--- config.mk ---
export PLATFORM = sky130hd
export DESIGN_NAME = xpt_ld16_sequencer_flat
export DESIGN_NICKNAME = d
export VERILOG_FILES = /design/src/rtl/xpt_pkg.sv /design/src/rtl/xpt_ld16_sequencer_if.sv /design/src/rtl/xpt_phase_counter.sv /design/src/rtl/xpt_ld16_sequencer.sv /design/src/flat_wrapper.sv
export SDC_FILE = /design/constraint.sdc
export NUM_CORES = 1
export LEC_CHECK = 0
export CORE_MARGIN = 2
export CORE_UTILIZATION = 42
export DETAILED_ROUTE_END_ITERATION = 8
export GPL_TIMING_DRIVEN = 0
export PLACE_DENSITY = 0.85
export SLEW_MARGIN = 5
export SYNTH_ARGS = -nofsm -noshare
export SYNTH_HDL_FRONTEND = slang
export SYNTH_HIERARCHICAL = 1
export SYNTH_SLANG_ARGS = --single-unit
export TNS_END_PERCENT = 20
--- constraint.sdc ---
create_clock -name CLK -period 1.56 [get_ports CLK]
set_input_delay 0.312 -clock CLK [delete_from_list [all_inputs] [get_ports CLK]]
set_output_delay 0.312 -clock CLK [all_outputs]
set_load 0.03 [all_outputs]
--- src/rtl/xpt_pkg.sv ---
// Shared types for the XPT multi-phase op sequencers: FSM states, source-pair
// codes and the one-hot source decode.
package xpt_pkg;

  localparam int SRC_ONEHOT_W = 3;

  typedef enum logic [2:0] {
    ST_IDLE,
    ST_PAD,
    ST_LO,
    ST_HI,
    ST_END
  } state_e;

  typedef enum logic [1:0] {
    SRC_HL  = 2'd0,
    SRC_IX  = 2'd1,
    SRC_IY  = 2'd2,
    SRC_ILL = 2'd3
  } src_e;

  // The illegal code decodes as HL so a bad prefix still moves a defined pair.
  function automatic logic [SRC_ONEHOT_W-1:0] src_onehot(input src_e s);
    case (s)
      SRC_IX:  return 3'b010;
      SRC_IY:  return 3'b100;
      default: return 3'b001;
    endcase
  endfunction

endpackage

--- src/rtl/xpt_ld16_sequencer_if.sv ---
// Decoder/register-file side bundle of the LD SP,rr sequencer.
interface xpt_ld16_sequencer_if #(
  parameter int XPT_W = 5,
  parameter int N_SRC = 3
);
  logic             enable;
  logic [1:0]       src_sel;
  logic             wait_n;
  logic [XPT_W-1:0] XPT;
  logic             busy;
  logic [N_SRC-1:0] Select_low;
  logic [N_SRC-1:0] Select_high;
  logic             Write_SP_low;
  logic             Write_SP_high;
  logic             Reset_XIX;
  logic             Reset_XIY;
  logic             Set_CM1;
  logic             Reset_XPT;
  logic             done;
  logic             illegal;

  modport master (
    output enable, src_sel, wait_n,
    input  XPT, busy, Select_low, Select_high, Write_SP_low, Write_SP_high,
           Reset_XIX, Reset_XIY, Set_CM1, Reset_XPT, done, illegal
  );

  modport slave (
    input  enable, src_sel, wait_n,
    output XPT, busy, Select_low, Select_high, Write_SP_low, Write_SP_high,
           Reset_XIX, Reset_XIY, Set_CM1, Reset_XPT, done, illegal
  );
endinterface

--- src/rtl/xpt_phase_counter.sv ---
// Saturating phase counter with hold and clear; shared by the multi-phase
// op sequencers.
module xpt_phase_counter #(
  parameter int W = 5
) (
  input  logic         clk,
  input  logic         rst,
  input  logic         clear,
  input  logic         advance,
  output logic [W-1:0] count
);

  logic [W-1:0] count_q, count_d;

  always_comb begin
    // NOTE: every always_comb output gets a default first so no path leaves it unassigned (no latch).
    count_d = count_q;
    if (clear) begin
      count_d = '0;
    end else if (advance && (count_q != '1)) begin
      count_d = count_q + W'(1);
    end
  end

  always_ff @(posedge clk) begin
    // NOTE: state is updated with <= so every flop samples pre-edge values.
    if (rst) count_q <= '0;
    else     count_q <= count_d;
  end

  assign count = count_q;

endmodule

--- src/rtl/xpt_ld16_sequencer.sv ---
// Multi-cycle LD SP,HL/IX/IY engine: pad, low byte, high byte, end, with WAIT
// stalls and back-to-back starts from END.
module xpt_ld16_sequencer
  import xpt_pkg::*;
#(
  parameter int XPT_W = 5,
  parameter int PAD_T = 2,
  parameter int N_SRC = 3
) (
  input logic                  CLK,
  input logic                  RESET,
  xpt_ld16_sequencer_if.slave  bus
);

  localparam int PAD_CW = 4;
  localparam logic [PAD_CW-1:0] PAD_LAST = PAD_CW'((PAD_T > 0) ? PAD_T - 1 : 0);
  localparam state_e FIRST_STATE = (PAD_T == 0) ? ST_LO : ST_PAD;

  state_e            state_q, state_d;
  src_e              src_q, src_d;
  logic              illegal_q, illegal_d;
  logic [PAD_CW-1:0] pad_q, pad_d;
  logic              start;
  logic              xpt_clear;
  logic              strobe_en;

  always_comb begin
    state_d   = state_q;
    src_d     = src_q;
    illegal_d = illegal_q;
    pad_d     = pad_q;
    start     = 1'b0;
    case (state_q)
      ST_IDLE: start = bus.enable;
      ST_PAD: begin
        if (bus.wait_n) begin
          if (pad_q == PAD_LAST) state_d = ST_LO;
          else                   pad_d   = pad_q + PAD_CW'(1);
        end
      end
      ST_LO:  if (bus.wait_n) state_d = ST_HI;
      ST_HI:  if (bus.wait_n) state_d = ST_END;
      ST_END: begin
        if (bus.wait_n) begin
          state_d = ST_IDLE;
          start   = bus.enable;
        end
      end
      default: state_d = ST_IDLE;
    endcase

    if (start) begin
      state_d   = FIRST_STATE;
      pad_d     = '0;
      illegal_d = (bus.src_sel == SRC_ILL);
      src_d     = (bus.src_sel == SRC_ILL) ? SRC_HL : src_e'(bus.src_sel);
    end
  end

  always_ff @(posedge CLK) begin
    if (RESET) begin
      state_q   <= ST_IDLE;
      src_q     <= SRC_HL;
      illegal_q <= 1'b0;
      pad_q     <= '0;
    end else begin
      state_q   <= state_d;
      src_q     <= src_d;
      illegal_q <= illegal_d;
      pad_q     <= pad_d;
    end
  end

  // XPT is pinned to zero in IDLE and restarts on leaving END, whether to IDLE or a new op.
  assign xpt_clear = (state_q == ST_IDLE) || ((state_q == ST_END) && bus.wait_n);

  xpt_phase_counter #(.W(XPT_W)) u_phase (
    .clk     (CLK),
    .rst     (RESET),
    .clear   (xpt_clear),
    .advance (bus.wait_n),
    .count   (bus.XPT)
  );

  // Strobes only on advancing cycles; a reset cycle never lets a half-done op strobe.
  assign strobe_en = bus.wait_n && !RESET;

  always_comb begin
    bus.busy          = (state_q != ST_IDLE);
    bus.illegal       = illegal_q;
    bus.Select_low    = '0;
    bus.Select_high   = '0;
    bus.Write_SP_low  = 1'b0;
    bus.Write_SP_high = 1'b0;
    bus.Reset_XIX     = 1'b0;
    bus.Reset_XIY     = 1'b0;
    bus.Set_CM1       = 1'b0;
    bus.Reset_XPT     = 1'b0;
    bus.done          = 1'b0;
    if (strobe_en) begin
      case (state_q)
        ST_LO: begin
          bus.Select_low   = src_onehot(src_q);
          bus.Write_SP_low = 1'b1;
        end
        ST_HI: begin
          bus.Select_high   = src_onehot(src_q);
          bus.Write_SP_high = 1'b1;
          bus.Reset_XIX     = (src_q == SRC_IX);
          bus.Reset_XIY     = (src_q == SRC_IY);
        end
        ST_END: begin
          bus.Set_CM1   = 1'b1;
          bus.Reset_XPT = 1'b1;
          bus.done      = 1'b1;
        end
        default: ;
      endcase
    end
  end

endmodule
--- src/flat_wrapper.sv ---
// flat-port wrapper written by rule: the top's interface ports become plain ports
module xpt_ld16_sequencer_flat import xpt_pkg::*;
#(
  parameter int XPT_W = 5,
  parameter int PAD_T = 2,
  parameter int N_SRC = 3
)
  (CLK, RESET, bus_enable, bus_src_sel, bus_wait_n, bus_XPT, bus_busy, bus_Select_low, bus_Select_high, bus_Write_SP_low, bus_Write_SP_high, bus_Reset_XIX, bus_Reset_XIY, bus_Set_CM1, bus_Reset_XPT, bus_done, bus_illegal);
  xpt_ld16_sequencer_if #(.XPT_W(XPT_W), .N_SRC(N_SRC)) bus_i ();
  input logic CLK;
  input logic RESET;
  input wire logic [$bits(bus_i.enable)-1:0] bus_enable;
  input wire logic [$bits(bus_i.src_sel)-1:0] bus_src_sel;
  input wire logic [$bits(bus_i.wait_n)-1:0] bus_wait_n;
  output wire logic [$bits(bus_i.XPT)-1:0] bus_XPT;
  output wire logic [$bits(bus_i.busy)-1:0] bus_busy;
  output wire logic [$bits(bus_i.Select_low)-1:0] bus_Select_low;
  output wire logic [$bits(bus_i.Select_high)-1:0] bus_Select_high;
  output wire logic [$bits(bus_i.Write_SP_low)-1:0] bus_Write_SP_low;
  output wire logic [$bits(bus_i.Write_SP_high)-1:0] bus_Write_SP_high;
  output wire logic [$bits(bus_i.Reset_XIX)-1:0] bus_Reset_XIX;
  output wire logic [$bits(bus_i.Reset_XIY)-1:0] bus_Reset_XIY;
  output wire logic [$bits(bus_i.Set_CM1)-1:0] bus_Set_CM1;
  output wire logic [$bits(bus_i.Reset_XPT)-1:0] bus_Reset_XPT;
  output wire logic [$bits(bus_i.done)-1:0] bus_done;
  output wire logic [$bits(bus_i.illegal)-1:0] bus_illegal;
  assign bus_i.enable = bus_enable;
  assign bus_i.src_sel = bus_src_sel;
  assign bus_i.wait_n = bus_wait_n;
  assign bus_XPT = bus_i.XPT;
  assign bus_busy = bus_i.busy;
  assign bus_Select_low = bus_i.Select_low;
  assign bus_Select_high = bus_i.Select_high;
  assign bus_Write_SP_low = bus_i.Write_SP_low;
  assign bus_Write_SP_high = bus_i.Write_SP_high;
  assign bus_Reset_XIX = bus_i.Reset_XIX;
  assign bus_Reset_XIY = bus_i.Reset_XIY;
  assign bus_Set_CM1 = bus_i.Set_CM1;
  assign bus_Reset_XPT = bus_i.Reset_XPT;
  assign bus_done = bus_i.done;
  assign bus_illegal = bus_i.illegal;
  xpt_ld16_sequencer #(.XPT_W(XPT_W), .PAD_T(PAD_T), .N_SRC(N_SRC)) u_core (.CLK(CLK), .RESET(RESET), .bus(bus_i));
endmodule
==> out/qor.csv, run 1 <==
metric,value,unit
largest_net_degree_at_the_start_of_global_routing,12,
worst_r2r_endpoint,u_core/bus.illegal,
synth_enable_flop_cells,0,
cellLeakagePower,0.0005826,uW
cap_violations,0,
status,finished with violations,
numPortBuffers,25,
holdCritStartpoint,RESET,
n_antenna_cell,0,
timing.final.setup_violations,16,
grtUsageTotal,0.1968,
insertion_delay,0.28,ns
worst-r2r-cell-count,5,
cp-end-kind,output port,
grt_remaining_overflow,0,
holdCritPathClass,input port to flop,
ioPinCount,26,
timing.critical_path.from_type,flop,
floorplan.core_area,0.002148,mm^2
post_route_cells_drive_above_1_share,0.4333,
slew_violations,0,
tritoncts,built,
placedInstanceArea,0.001269,mm^2
via_count,941,
ys_warn_count,6,
timing_worst_slew_pin_value,0.3900,ns
power_density,523.5,mW/mm^2
fin_worst_hold_slack,0.4003,ns
area_growth,54.96,%
critPathRequiredTime,1.25,ns
final.fill_count,176,
synth.net_count,128,
vias_in_the_first_global_route,940,
first_iter_violations,15,
flop_and_latch_count_out_of_synthesis,15,
dieWidth,51.14,um
dominantRegCellSynth,dfxtp_1,
timing_worst_setup_path_type,flop to output port,
worstReg2RegStart,u_core/state_q[1],
hpwl,1.605,mm
global_route_wire_length_before_repair,3.926,mm
post_synth_num_cell_types,32,
synth-async-reset-ratio,0,
worst-path-max-fanout,6,
final.period_utilization,1.101,
postCtsHoldBufs,0,
achievable-frequency,582.4,MHz
timing.critical_path.arrival,1.41,ns
setup_slack,-0.1571,ns
avgRoutedWirePerCell,12.88,um
path_clk_slew,0.09,ns
failed_checks,setup timing,
rsz0062_at_grt,yes,
cts_root_buffer,clkbuf_4,
rrSetupSlack,-0.06,ns
drt_first_pass_iters,4,
utilization,0.6733,
pwr-share-comb,0.191,
seq_power_share,0.525,
worst_hold_path.endpoint,u_core/bus.illegal,
netSwitchingPower,203.8,uW
antenna_found_initial,0,
average_footprint_of_a_synthesized_cell,8.116,um^2
stdcell_area,0.001446,mm^2
max-clock-path-buffers,2,
synthesis.area,933.4,um^2
htreeDepth,1,
finClkSkew,0.004852,ns
initial_utilization,0.4345,
fp.dieH,51.14,um
hold_violations,0,
final_ant_viol_nets,0,
wirelength,2.293,mm
power.switching_fraction,0.2691,
detail_route.drc_violations,0,
hold_path_depth,2,
avgViaCountPerCell,5.287,
fin_nets,164,
post_synth_inst_count,115,
peakVddDrop,0.3703,mV
gp_congestion,0.8153,
std_cell_rows,17,
internal_power,553.4,uW
synth_sequential_area_ratio,0.3217,
timing.slew.headroom,0.7394,
dieArea,0.002615,mm^2
period_needed,1.717,ns
clock_power_share,0.284,
cts_buffers,3,
cts_sinks,15,
[cell type report]
cell class	instances	area, um^2	share of cell area
tap	28	35.03	0.02422
multi-input combinational	88	688.2	0.4758
inverter	6	22.52	0.01557
sequential	15	322.8	0.2232
buffer	3	26.28	0.01817
timing repair buffer	34	325.3	0.2249
clock buffer	4	26.28	0.01817
[cell families after synthesis]
group           after synthesis  synth area share
simple gates                 53            0.3378
compound gates               26            0.1568
flops                        15            0.3217
buf+inv                      12           0.07104
fa+ha+maj                     7           0.09383
xor+xnor                      2           0.01877
[flip-flops by register name (all words and copies together) (netlist names)]
| register | cells |
|---|---|
| u_core/bus.illegal | 1 |
| u_core/pad_q | 4 |
| u_core/u_phase/count | 5 |
| u_core/state_q | 3 |
| u_core/src_q | 2 |
[repair_timing]
action / 4_1_cts / 5_1_grt
pin swaps: 7 / 7
endpoints found under the setup margin: 31 / 21
setup buffers: 6 / 3
gates resized for setup: 117 / 22
[per-layer routing]
layer,vias up,routed length [um],track usage
li1,474,-,-
met1,433,956,0.2043
met2,30,1173,0.3723
met3,4,129,0.02924
met4,0,33,0.1081
met5,-,0,0
[cell usage after synthesis (2+ instances only)]
cell type	n	area, um^2
dfxtp_1	15	300.3
a21oi_1	13	65.06
nand2_1	9	33.78
and2_1	7	43.79
ha_1	7	87.58
o21ai_0	7	35.03
inv_1	6	22.52
nor2_1	6	22.52
nor2b_1	5	31.28
or3_1	5	31.28
buf_4	3	22.52
nand4_1	3	18.77
o31ai_1	3	22.52
a211oi_1	2	15.01
buf_2	2	10.01
nand2b_1	2	12.51
nand3_1	2	10.01
nand3b_1	2	15.01
nor3b_1	2	15.01
or4_1	2	15.01
[stage by stage]
stage                     TNS, ns  instances  total power, uW  worst slack (ns)
final                      -1.381        178            757.2           -0.1571
after global routing       -2.331        178            792.6           -0.2175
after CTS                  -1.461        176            747.8           -0.1751
after detailed placement   -18.06        168            528.6            -1.089
after global placement     -17.33        168            523.9            -1.071
after floorplan           -0.4204        115            482.8           -0.1131
[power groups by stage]
stage               sequential, uW  combinational, uW  clock (uW)
floorplan                      412               71.3           0
global placement               407                117           0
detailed placement             408                120           0
CTS                            398                125         225
global route                   399                157         236
finish                         398                144         215
[cell usage in the layout, fill, tap and decap left out, drive strengths merged]
cell,instances
buf,24
dfxtp,15
a21oi,13
nand2,9
dlygate4sd2,7
o21ai,7
and2,7
ha,7
inv,6
nor2,6
clkbuf,5
or3,5
nor2b,5
clkdlybuf4s50,3
o31ai,3
nand4,3
nand2b,3
clkdlybuf4s15,2
nand3b,2
nand3,2
nor3b,2
or2,2
or4,2
a211oi,2
nor3,1
nand4bb,1
a31o,1
or3b,1
and3,1
and2b,1
xnor2,1
xor2,1
[critical path, cell delays in order (launching register included)]
cell and delay (ns):
dfxtp_4 0.37, or2_4 0.26, nor3_4 0.22, buf_4 0.15
buf_6 0.12
[how the worst max path moves through the flow]
stage / endpoint / startpoint / depth (start not counted) / slack (ns)
after floorplan: bus_Set_CM1 / u_core/state_q[0] / 5 / -0.11
after global placement: bus_Select_low[2] / bus_wait_n / 5 / -1.07
after detailed placement: bus_Select_low[2] / bus_wait_n / 5 / -1.09
after CTS: bus_Set_CM1 / u_core/state_q[0] / 5 / -0.18
after global routing: bus_done / u_core/state_q[1] / 4 / -0.22
final: bus_done / u_core/state_q[1] / 4 / -0.16
Power figures use the tool's default switching activity.
==> run 2, diff against run 1 <==
CORE_UTILIZATION = 46   (was 42)
PLACE_DENSITY = 0.89   (was 0.85)
SYNTH_HIERARCHICAL = default   (was 1)
clock period = 1.7 ns   (was 1.56 ns; I/O delays follow)
==> out/qor.csv, run 2 <==
metric,value,unit,change
status,finished with violations,,unchanged
failed_checks,setup timing,,unchanged
critPathRequiredTime,1.36,ns,was 1.25 ns
setup_slack,-0.1098,ns,was -0.1571 ns
wirelength,2.386,mm,was 2.293 mm
post_synth_num_cell_types,34,,was 32
postCtsHoldBufs,0,,unchanged
period_needed,1.810,ns,
slew_violations,0,,unchanged
hold_path_depth,2,,unchanged
std_cell_rows,16,,was 17
report.power.total,708.1,uW,was 757.2 uW
holdCritPathClass,flop to flop,,was input port to flop
ioPinCount,26,,unchanged
hpwl,1.621,mm,was 1.605 mm
area_growth,48.48,%,was 54.96%
stdcell_count,170,,was 178
place_worst_setup_slack,-0.8974,ns,was -1.089 ns
largest_register_ff_count,5,,unchanged
floorplan.core_area,0.001902,mm^2,was 0.002148 mm^2
yosysMostFrequentCell,dfxtp_1,,unchanged
grt_remaining_overflow,0,,unchanged
cts_buffers,3,,unchanged
antenna_found_initial,0,,unchanged
rsz0062_at_grt,yes,,unchanged
power_density,525.0,mW/mm^2,was 523.5 mW/mm^2
average_footprint_of_a_synthesized_cell,8.334,um^2,was 8.116 um^2
dieArea,0.002346,mm^2,was 0.002615 mm^2
grtUsageTotal,0.2012,,was 0.1968
finClkSkew,0.005861,ns,was 0.004852 ns
avgRoutedWirePerCell,14.04,um,was 12.88 um
n_antenna_cell,0,,unchanged
cellLeakagePower,0.0006086,uW,was 0.0005826 uW
rrSetupSlack,0.01,ns,was -0.06 ns
initial_utilization,0.4776,,was 0.4345
post_synth_inst_count,109,,was 115
timing.critical_path.arrival,1.47,ns,was 1.41 ns
netlist_top_cells_area,"dfxtp_1, ha_1, a21oi_1",,unchanged
fin_nets,157,,was 164
hold_violations,0,,unchanged
tritoncts,built,,unchanged
achievable-frequency,552.6,MHz,
gp_congestion,0.7597,,was 0.8153
place.detailed.instances,161,,was 168
worst_r2r_endpoint,u_core.u_phase.count[3],,was u_core/bus.illegal
dieWidth,48.44,um,was 51.14 um
final_ant_viol_nets,0,,unchanged
synthesis.area,908.4,um^2,was 933.4 um^2
synthDominantCellAreaShare,0.3306,,was 0.3217
detail_route.drc_violations,0,,unchanged
synth.net_count,122,,was 128
highest_count_cells_in_the_layout_ignoring_fill_and_taps,"buf_6, dfxtp_1, a21oi_1",,"was buf_6, a21oi_1, nand2_1, buf_4"
placedInstanceArea,0.001244,mm^2,was 0.001269 mm^2
synth-async-reset-ratio,0,,unchanged
drt_first_pass_iters,4,,unchanged
global_route_wire_length_before_repair,3.767,mm,was 3.926 mm
synth_top_area_cell,dfxtp_1,,unchanged
max-clock-path-buffers,2,,unchanged
worst_hold_path.endpoint,u_core.bus.illegal,,was u_core/bus.illegal
synth_sequential_area_ratio,0.3306,,was 0.3217
ys_warn_count,0,,was 6
cts_root_buffer,clkbuf_4,,unchanged
worstReg2RegStart,u_core.u_phase.count[0],,was u_core/state_q[1]
fp.dieH,48.44,um,was 51.14 um
list_of_most_frequent_post_synthesis_cells,"dfxtp_1, a21oi_1, and2_1, ha_1, nand2_1",,"was dfxtp_1, a21oi_1, nand2_1"
sequential_cell_area,312.8,um^2,was 322.8 um^2
cp-end-kind,output port,,unchanged
utilization,0.7092,,was 0.6733
timing_worst_setup_path_type,flop to output port,,unchanged
dominantRegCellSynth,dfxtp_1,,unchanged
final.period_utilization,1.065,,
synth_enable_flop_cells,0,,unchanged
vias_in_the_first_global_route,877,,was 940
multi_input_area,619.3,um^2,was 688.2 um^2
cts_sinks,15,,unchanged
insertion_delay,0.28,ns,about the same
first_iter_violations,20,,was 15
timing.final.setup_violations,10,,was 16
largest_net_degree_at_the_start_of_global_routing,10,,was 12
stdcell_area,0.001349,mm^2,was 0.001446 mm^2
timing.slew.headroom,0.7098,,was 0.7394
avgViaCountPerCell,5.459,,was 5.287
worst-r2r-cell-count,6,,was 5
via_count,928,,was 941
post_route_cells_drive_above_1_share,0.3147,,was 0.4333
timing_worst_slew_pin_value,0.4343,ns,was 0.3900 ns
worst-path-max-fanout,5,,was 6
path_clk_slew,0.10,ns,was 0.09 ns
peakVddDrop,0.5356,mV,was 0.3703 mV
holdCritStartpoint,u_core.bus.illegal,,was RESET
htreeDepth,1,,unchanged
numPortBuffers,25,,unchanged
final.fill_count,124,,was 176
cap_violations,0,,unchanged
flop_and_latch_count_out_of_synthesis,15,,unchanged
timing.critical_path.from_type,flop,,unchanged
==> run 2: logic make-up (layout without fill, tap and decap cells) <==
family | Yosys count | after routing | synth area share
AO/OA/AOI/OAI | 24 | 24 | 0.1584
flip-flops | 15 | 15 | 0.3306
AND/OR/NAND/NOR | 51 | 51 | 0.3402
adder cells (fa/ha/maj) | 7 | 7 | 0.09641
buffers and inverters | 10 | 44 | 0.05509
XOR/XNOR | 2 | 2 | 0.01929
==> run 2: worst max path at each step <==
| stage | start | endpoint | slack, ns | depth (start not counted) |
|---|---|---|---|---|
| 6_report | u_core.state_q[2] | bus_Select_high[2] | -0.11 | 5 |
| 4_1_cts | u_core.state_q[2] | bus_Select_high[2] | -0.08 | 5 |
| 3_3_place_gp | bus_wait_n | bus_Select_high[2] | -0.86 | 7 |
| 2_1_floorplan | u_core.state_q[2] | bus_Select_low[0] | -0.01 | 3 |
| 5_1_grt | u_core.state_q[2] | bus_Select_high[2] | -0.16 | 5 |
| 3_5_place_dp | bus_wait_n | bus_Select_high[2] | -0.90 | 7 |
==> run 2: per-layer routing <==
metal | up-vias | share of wire | global-route usage
met3 | 4 | 0.043 | 0.02469
met2 | 29 | 0.53 | 0.3727
met1 | 438 | 0.41 | 0.2303
met5 | - | 0 | 0
met4 | 0 | 0.014 | 0.09048
li1 | 457 | - | -
==> run 2: critical path, cell delays in order, from the launching register on <==
cell	delay, ns
dfxtp_4	0.37
nand2b_4	0.17
nor3_4	0.24
and2_4	0.20
buf_6	0.09
buf_6	0.11
==> run 2: what timing repair did <==
action / CTS / global route
resized for setup: 96 / 10
pin swaps: 9 / 1
endpoints found under the setup margin: 17 / 18
buffers inserted: 4 / 1
==> run 2: power breakdown <==
group          internal [uW]  leakage, uW  switching (uW)
combinational           60.3     0.000467            70.3
clock                   87.2    0.0000177             116
sequential               358     0.000124            15.7
total                    506     0.000609             202
==> run 2: area by class of cell <==
cell class | count | area share
multi-input cells | 84 | 0.4592
clock buffers | 3 | 0.01670
plain buffers | 5 | 0.03803
clock inverters | 1 | 0.003711
inverters | 5 | 0.01391
well taps | 27 | 0.02505
flip-flops and latches | 15 | 0.2319
repair buffers | 30 | 0.2115
==> run 2: through the flow <==
stage	hold slack (ns)	TNS, ns
final	0.4791	-0.5024
after global routing	0.5204	-1.191
after global placement	0.4537	-10.16
after detailed placement	0.4818	-10.63
after floorplan	0.4607	-0.02018
after CTS	0.4887	-0.3801
==> run 3, diff against run 2 <==
CAP_MARGIN = 20   (was default)
MAX_ROUTING_LAYER = met4   (was default)
==> out/qor.csv, run 3 (synthesis gave the netlist of run 2 again) <==
metric,value,unit,change
timing.critical_path.slowest_stage_cell,dfxtp_4,,unchanged
holdCritPathClass,flop to flop,,unchanged
crit_top_cell,buf_6,,unchanged
setup_slack,-0.1120,ns,was -0.1098 ns
achievable-frequency,551.9,MHz,was 552.6 MHz
grtUsageTotal,0.2069,,was 0.2012
rsz0062_at_grt,yes,,unchanged
htreeDepth,1,,unchanged
dieArea,0.002346,mm^2,unchanged
hpwl,1.621,mm,unchanged
avgViaCountPerCell,5.459,,unchanged
insertion_delay,0.28,ns,about the same
critPathRequiredTime,1.36,ns,about the same
status,finished with violations,,unchanged
antenna_found_initial,0,,unchanged
timing.final.setup_violations,10,,unchanged
critical-path-top-delay-family,simple AND/OR/NAND/NOR gates,,unchanged
final_ant_viol_nets,0,,unchanged
max-clock-path-buffers,2,,unchanged
timing.critical_path.arrival,1.47,ns,about the same
fin_worst_hold_slack,0.4788,ns,was 0.4791 ns
fp.dieH,48.44,um,unchanged
placedInstanceArea,0.001244,mm^2,unchanged
gp_congestion,0.7697,,was 0.7597
timing.slew.headroom,0.7098,,unchanged
final.fill_count,124,,unchanged
avgRoutedWirePerCell,13.96,um,was 14.04 um
stdcell_count,170,,unchanged
cp-end-kind,output port,,unchanged
cts_root_buffer,clkbuf_4,,unchanged
fin_nets,157,,unchanged
groute.layer.met2.usage,0.3727,,unchanged
peakVddDrop,0.5356,mV,about the same
timing_worst_slew_pin_value,0.4343,ns,unchanged
largest_register_ff_count,5,,unchanged
final.period_utilization,1.066,,was 1.065
drt_first_pass_iters,4,,unchanged
floorplan.core_area,0.001902,mm^2,unchanged
cellLeakagePower,0.0006086,uW,unchanged
post_route_cells_drive_above_1_share,0.3147,,unchanged
power.switching_fraction,0.2869,,was 0.2858
place_worst_setup_slack,-0.8974,ns,unchanged
numPortBuffers,25,,unchanged
pwr-share-comb,0.184,,was 0.185
largest_net_degree_at_the_start_of_global_routing,10,,unchanged
std_cell_rows,16,,unchanged
worst_path_largest_cell_delay,0.37,ns,about the same
vias_in_the_first_global_route,877,,unchanged
highest_count_cells_in_the_layout_ignoring_fill_and_taps,"buf_6, dfxtp_1, a21oi_1",,unchanged
cts_sinks,15,,unchanged
internal_power,505.7,uW,about the same
groute.layer.met3.usage,0.02469,,unchanged
detail_route.drc_violations,0,,unchanged
failed_checks,setup timing,,unchanged
netSwitchingPower,203.5,uW,was 202.3 uW
crit_path_cell_trace,nand2b_4 -> nor3_4 -> and2_4 -> buf_6 -> buf_6,,unchanged
timing_worst_setup_path_type,flop to output port,,unchanged
n_antenna_cell,0,,unchanged
slew_violations,0,,unchanged
first_iter_violations,18,,was 20
wirelength,2.374,mm,was 2.386 mm
seq_power_share,0.527,,was 0.528
worst-path-max-fanout,5,,unchanged
path_clk_slew,0.10,ns,about the same
cap_violations,0,,unchanged
power_density,525.8,mW/mm^2,was 525.0 mW/mm^2
grt_remaining_overflow,0,,unchanged
ioPinCount,26,,unchanged
clock_power_share,0.288,,was 0.287
crit_path_buffers_inverters,2,,unchanged
period_needed,1.812,ns,was 1.810 ns
tritoncts,built,,unchanged
hold_violations,0,,unchanged
finClkSkew,0.006788,ns,was 0.005861 ns
initial_utilization,0.4776,,unchanged
area_growth,48.48,%,unchanged
place.detailed.instances,161,,unchanged
global_route_wire_length_before_repair,3.767,mm,unchanged
globalRoute.busiestLayer,met2,,unchanged
stdcell_area,0.001349,mm^2,unchanged
timing.critical_path.from_type,flop,,unchanged
cts_buffers,3,,unchanged
dieWidth,48.44,um,unchanged
use_met1,0.2303,,unchanged
via_count,928,,unchanged
run 3: cell counts in the layout (fill, tap and decap cells not counted):
Identical to the previous run, type by type.
run 3: metal layers:
metal  up-vias  routed length (um)
li1        456                   -
met1       440                 979
met2        28                1261
met3         4                  99
met4         0                  34
met5         -                   0
run 3: timing repair:
item	in CTS	in global routing
endpoints found under the setup margin	17	18
hold buffers	0	0
resized for setup	96	10
pin swaps	9	1
buffers inserted	4	1
hold endpoints to repair	0	0
run 3: per-stage QoR:
stage               total power, uW  setup TNS (ns)    util
global placement              491.7          -10.16  0.6539
global route                  741.0          -1.191  0.7092
floorplan                     454.9        -0.02018       -
CTS                           709.5         -0.3801  0.7026
detailed placement            497.4          -10.63  0.6539
finish                        709.2         -0.5241  0.7092
run 3: final cells by class:
type / count / area, um^2 / share of cell area
Inverter: 5 / 18.77 / 0.01391
Timing Repair Buffer: 30 / 285.3 / 0.2115
Sequential cell: 15 / 312.8 / 0.2319
Multi-Input combinational cell: 84 / 619.3 / 0.4592
Clock buffer: 3 / 22.52 / 0.01670
Tap cell: 27 / 33.78 / 0.02505
Buffer: 5 / 51.30 / 0.03803
Clock inverter: 1 / 5.005 / 0.003711
run 3: final timing paths:
path | start | end | slack (ns) | cells past startpoint
min reg2reg | u_core.bus.illegal | u_core.bus.illegal | 0.48 | 2
max | u_core.state_q[2] | bus_Select_high[2] | -0.11 | 5
max reg2reg | u_core.u_phase.count[0] | u_core.u_phase.count[3] | 0.01 | 6
min | u_core.bus.illegal | u_core.bus.illegal | 0.48 | 2
run 3: tightest hold or removal path, delay by kind of cell (launching register included):
| kind | cells | cell delay [ns] |
|---|---|---|
| DFF | 1 | 0.32 |
| AOI/OAI and AO/OA | 2 | 0.12 |
run 3: power by group through the flow:
stage               Combinational (uW)  Sequential (uW)  Clock, uW
finish                             131              374        204
CTS                                127              373        209
global route                       141              375        225
detailed placement                 114              383          0
floorplan                         69.5              385          0
global placement                   109              382          0
